**config.mk**
```make
export PLATFORM = sky130hd
export DESIGN_NAME = bin2bcd_seq
export DESIGN_NICKNAME = d
export VERILOG_FILES = /design/src/rtl/bin2bcd_seq.sv
export SDC_FILE = /design/constraint.sdc
export NUM_CORES = 1
export LEC_CHECK = 0
export BUFFER_PORTS_ARGS = -buffer_cell sky130_fd_sc_hd__buf_2
export CAP_MARGIN = 10
export CORE_AREA = 10 10 95 97
export DETAILED_ROUTE_END_ITERATION = 12
export DIE_AREA = 0 0 105 107
export HOLD_SLACK_MARGIN = 0.02
export SYNTH_ARGS = -nofsm -noshare
export SYNTH_HDL_FRONTEND = slang
export SYNTH_SLANG_ARGS = --single-unit
export TNS_END_PERCENT = 5
```
**constraint.sdc**
```tcl
create_clock -name clk -period 2.9 [get_ports clk]
set_input_delay 0.145 -clock clk [delete_from_list [all_inputs] [get_ports clk]]
set_output_delay 0.145 -clock clk [all_outputs]
set_load 0.05 [all_outputs]
```
**src/rtl/bin2bcd_seq.sv**
```systemverilog
// Sequential double-dabble binary-to-BCD converter, one bit per clock.
// Optional leading-zero blanking is compiled in with `define BIN2BCD_BLANK_EN.
module bin2bcd_seq #(
    parameter int WIDTH  = 16,
    parameter int DIGITS = 5
) (
    input  logic                  clk,
    input  logic                  rst,
    input  logic                  start,
    input  logic [WIDTH-1:0]      x,
    output logic                  busy,
    output logic                  done,
    output logic [4*DIGITS-1:0]   bcd,
    output logic [DIGITS-1:0]     blank
);

    localparam int SRW = WIDTH + 4 * DIGITS;
    localparam int CW  = $clog2(WIDTH + 1);

    typedef enum logic {
        IDLE  = 1'b0,
        SHIFT = 1'b1
    } state_t;

    state_t          state;
    state_t          state_nx;
    logic [SRW-1:0]  sr;
    logic [SRW-1:0]  sr_adj;
    logic [SRW-1:0]  sr_shift;
    logic [CW-1:0]   cnt;
    logic            last;

    // Handshake: start is taken on any edge where busy is low (the upstream
    // "valid" is start, our "ready" is !busy); done pulses one cycle when bcd
    // is updated, and start in that same cycle is already accepted.
    assign busy = (state == SHIFT);
    assign last = (state == SHIFT) && (cnt == CW'(1));

    always_comb begin
        sr_adj = sr;
        for (int i = 0; i < DIGITS; i++) begin
            if (sr[WIDTH+4*i +: 4] >= 4'd5)
                sr_adj[WIDTH+4*i +: 4] = sr[WIDTH+4*i +: 4] + 4'd3;
        end
        sr_shift = sr_adj << 1;
    end

    always_ff @(posedge clk) begin
        if (rst)
            state <= IDLE;
        else
            state <= state_nx;
    end

    always_comb begin
        state_nx = state;
        case (state)
            IDLE:    if (start) state_nx = SHIFT;
            SHIFT:   if (last)  state_nx = IDLE;
            default: state_nx = IDLE;
        endcase
    end

    always_ff @(posedge clk) begin
        if (rst) begin
            sr   <= '0;
            cnt  <= '0;
            bcd  <= '0;
            done <= 1'b0;
        end else begin
            done <= 1'b0;
            case (state)
                IDLE: begin
                    if (start) begin
                        sr  <= {{(4*DIGITS){1'b0}}, x};
                        cnt <= CW'(WIDTH);
                    end
                end
                SHIFT: begin
                    sr  <= sr_shift;
                    cnt <= cnt - CW'(1);
                    // Only the completed digit field is ever exposed on bcd.
                    if (last) begin
                        bcd  <= sr_shift[SRW-1 -: 4*DIGITS];
                        done <= 1'b1;
                    end
                end
                default: ;
            endcase
        end
    end

`ifdef BIN2BCD_BLANK_EN
    logic [DIGITS-1:0] blank_nx;
    logic              run;

    // A digit blanks when it and every digit above it are zero; units never blanks.
    always_comb begin
        blank_nx = '0;
        run      = 1'b1;
        for (int i = DIGITS - 1; i >= 1; i--) begin
            run         = run & (sr_shift[WIDTH+4*i +: 4] == 4'd0);
            blank_nx[i] = run;
        end
    end

    always_ff @(posedge clk) begin
        if (rst)
            blank <= {DIGITS{1'b1}} ^ DIGITS'(1);
        else if (last)
            blank <= blank_nx;
    end
`else
    assign blank = '0;
`endif

endmodule

```
Yosys cells after proc, flatten, opt, wreduce, memory -nomap -nowiden
Index checks and enable logic that the tools add are counted.
{ "word_totals": {"regBits": 63, "inputBits": 19, "output_inout_bits": 27} }
{ "classes": {"n_addsub": 6, "n_lt_le_gt_ge": 5, "n_eq_ne": 2, "muxes": 13, "bitwise_logic": 1, "reduce_logical": 3} }
{ "ops": {"columns": ["op", "count"], "rows": [
  ["case mux 36 bit (2 select lines)", 1],
  ["2-to-1 mux 36 bit", 1],
  [">= comparator 4 x 3 -> 1 bit, second input constant", 5],
  ["adder 4 x 2 -> 4 bit, second input constant", 4],
  ["2-to-1 mux 4 bit", 4],
  ["case mux 5 bit (2 select lines)", 1],
  ["equality test 5 x 1 -> 1 bit, second input constant", 1],
  ["2-to-1 mux 5 bit", 1],
  ["subtractor 5 x 1 -> 5 bit, second input constant", 1],
  ["adder 3 x 2 -> 3 bit, second input constant", 1],
  ["2-to-1 mux 1 bit", 3],
  ["2-to-1 mux 3 bit", 1],
  ["!= test 2 bit, second input constant", 1],
  ["case mux 1 bit (2 select lines)", 1],
  ["AND reduction 2 bit", 1],
  ["OR reduction 2 bit", 1],
  ["logical AND 1 bit", 1],
  ["NOT 1 bit", 1]
]} }

Depth between registers and ports, before layout
{ "depth": {"word_depth": 4, "depth_mapped": 7, "mapped_depth_nobuf": 6} }

Least setup slack after synthesis
Ideal clock, no wire load.
{ "synth_timing": {"path_type": "register to register", "start": "register state (netlist: busy)", "end": "register sr[27]", "arrival_time_ns": 1.466, "t_required_ns": 2.830, "path_slack_ns": 1.364, "path_stages_with_launch": 6, "path_cell_list": "dfxtp_1 > buf_2 > buf_2 > buf_2 > nand3_1 > a21oi_1"} }
{ "synth_between": {"elab_chain_len": 2} }
{ "synth_lines": {"columns": ["item", "line_no", "source"], "rows": [
  ["start, declared", "25", "state_t state;"],
  ["start signal, assigned", "52", "state <= state_nx;"],
  ["NOT 1 bit (no source line)", null, null],
  ["case mux 36 bit (2 select lines) / != test 2 bit (equally long branches)", null, null],
  ["end signal, assigned", "75", "sr <= {{(4*DIGITS){1'b0}}, x};"],
  ["end signal, assigned", "80", "sr <= sr_shift;"],
  ["end, declared", "27", "logic [SRW-1:0] sr;"]
]} }
Several ways; a longest one is shown, not always the timed one.
A chain may end at the register's enable or synchronous reset.

Worst setup path after layout
{ "layout_timing": {"start": "register state (netlist: busy)", "end": "output port busy"} }
{ "layout_rtl": {"columns": ["item", "line_no", "source"], "rows": [
  ["end, declared", "11", "output logic busy,"]
]} }
No word-level cell between the ends.

==> impl_metrics.toml <==
[global_route]
grtUsageTotal = 0.1111
grt_pass1_vias = 2283
grt.overflow.total = 0
antenna_found_initial = 0
grt_first_pass_wirelength_mm = 10.28
grt_max_degree = 46

[setup_path]
worstPathMaxFanout = 45
critPathArrivalTime_ps = 1730
critPathKind = "reg -> out"
r2r_slack_ps = 1140
worst_setup_path_end_kind = "primary output"
worstRegToRegCells = 6
startpoint = "busy$_SDFF_PP0_"
timing.rr.start = "cnt[1]$_SDFFE_PP0P_"
startpoint_type = "flop"
r2r-end = "bcd[6]$_SDFFE_PP0P_"
crit_required_ps = 2760

[clock_network]
cts_max_level = 3
hold_buffers = 0
ctsResizeCount = 0
post_cts_buffers = 0
tritoncts = "done"
cts_root_buf = "clkbuf_8"
numClockSinks = 63
cts_buffers = 9
clock_latency_ps = 340
clk_pin_slew_ps = 70
clock_path_buffers = 2

[finish]
area_growth_syn_to_layout_pct = 17.16
diodes = 0
final_util = 0.4632
fin_area_sq_mm = 0.003306
nNetsFinal = 381
drive_gt1_frac = 0.1803

[floorplanning]
core_area_sq_mm = 0.007137
die_h_um = 107
ios = 46
dieArea_sq_mm = 0.01124
start_util = 0.3953
rows = 31
die_w_um = 105

[drt]
drt_wl_total_mm = 5.971
ant_nets = 0
dr.pass1.iters = 5
route.detailed.drc = 0
routed_via_density = 4.956
drt_iter0_drc = 105
wl_per_cell_um = 13.15
via_count = 2250

[sta]
slew_viol_final = 0
tns_ps = 0
skew_ps = 5.699
max_freq_mhz = 534.4
finalSetupViolCount = 0
relSlewSlack = 0.6004
finalHoldViolations = 0
rsz0062_at_grt = "false"
post-route-period-util = 0.6452
fin_crit_ps = 1871
setup_slack_ps = 1029
tightest_slew_ps = 599.4

[hold_path]
worst_hold_path.endpoint = "sr[0]$_SDFFE_PP0P_"
hold_path_startpoint = "x[0]"
hold_depth = 3
hold_path.class = "in -> reg"

[place]
gp_congestion = 0.7988
hpwl_mm = 4.122
io_buffers = 40
dp_slack_ps = 1152
dpl_cell_area_sq_mm = 0.003078

[synth]
synth-seq-cells = 63
synth_seq_area_share = 0.4470
synth_area_leaders = "dfxtp_1, mux2i_1, a21oi_1"
synth_top_area_share = 0.4470
synth_area_leader_cell = "dfxtp_1"
syn_area_sq_mm = 0.002821
ys_types = 30
yosys_warnings = 0
synth_area_per_cell_sq_um = 9.043
synth_cells = 312

[power]
cellLeakagePower_nw = 1.398
vdd_drop_max_mv = 0.2983
powerDensity_mw_per_mm2 = 571.7

[run_status]
status = "finished clean"

[run]
maxCapViolCount = 0
[cell usage in the layout (no fill, tap or decap), types with 3 or more instances in the layout]
master / n
a21oi_1: 38
a22o_1: 21
buf_2: 40
buf_4: 4
clkbuf_8: 14
conb_1: 5
dfxtp_1: 63
ha_1: 12
inv_1: 13
mux2i_1: 22
nand2_1: 14
nand2b_1: 7
nand3_1: 5
nor2_1: 35
nor2b_1: 3
nor3_1: 4
nor3b_1: 14
o21ai_0: 14
o21ai_1: 10
xnor2_1: 6
[cells by family after synthesis]
group                      count (synthesis)  share of synthesized area
buffers and inverters                     35                    0.05853
and+or+nand+nor                           87                     0.1592
xor gates and xnor gates                   6                    0.01863
DFF                                       63                     0.4470
AOI/OAI and AO/OA                         86                     0.1840
other                                      1                   0.001329
adders and majority gates                 12                    0.05321
muxes                                     22                    0.07805
[state kept, by name (all words and copies together) (netlist names)]
signal / count
done: 1
sr: 36
cnt: 5
busy: 1
bcd: 20
[power by group]
group / internal (mW) / switching [mW] / leakage, nW / total, mW
clock: 0.513 / 0.317 / 0.119 / 0.830
combinational: 0.0567 / 0.0966 / 0.768 / 0.153
sequential: 0.887 / 0.0192 / 0.511 / 0.907
total: 1.46 / 0.433 / 1.40 / 1.89
[metal layers]
layer | vias to the layer above | GRT usage | wire (um)
met5 | - | 0 | 0
met4 | 0 | 0.04608 | 80
met3 | 8 | 0.05329 | 424
met2 | 54 | 0.1829 | 2736
met1 | 1040 | 0.1208 | 2730
li1 | 1148 | - | -
[worst max-delay path: stages, from the launching register on]
cell and delay [ps]:
dfxtp_1 580, buf_4 460, buf_2 350
[worst max path at each step]
stage,endpoint
final,busy
after global routing,busy
after CTS,busy
after detailed placement,bcd[6]$_SDFFE_PP0P_
after global placement,sr[31]$_SDFFE_PP0P_
after floorplan,sr[27]$_SDFFE_PP0P_
[cell type report]
| type | instances | area (sq um) |
|---|---|---|
| Clock buffer | 14 | 192.7 |
| Clock inverter | 2 | 35.03 |
| Fill cell | 724 | 3831 |
| Inverter | 14 | 52.55 |
| Multi-Input combinational cell | 218 | 1410 |
| Sequential cell | 63 | 1261 |
| Tap cell | 99 | 123.9 |
| Timing Repair Buffer | 44 | 230.2 |
[stage by stage]
step                instances  hold slack, ps  total power [mW]
detailed placement        438           438.6             1.081
floorplan                 316           340.3             1.047
global placement          438           433.0             1.076
CTS                       454           105.0             1.916
global route              454           130.3             1.975
finish                    454           111.0             1.890
[synthesized netlist by cell type (all sizes together)]
cell    count
a211oi      1
a21oi      39
a22o       21
buf        17
clkbuf      4
conb        1
dfxtp      63
ha         12
inv        14
mux2i      22
nand2      15
nand2b      7
nand3       5
nand3b      1
nor2       35
nor2b       3
nor3        4
nor3b      14
nor4b       1
o21ai      24
o31a        1
or2         1
or3b        1
xnor2       6
Note: power is estimated with default switching activity, not from simulation.
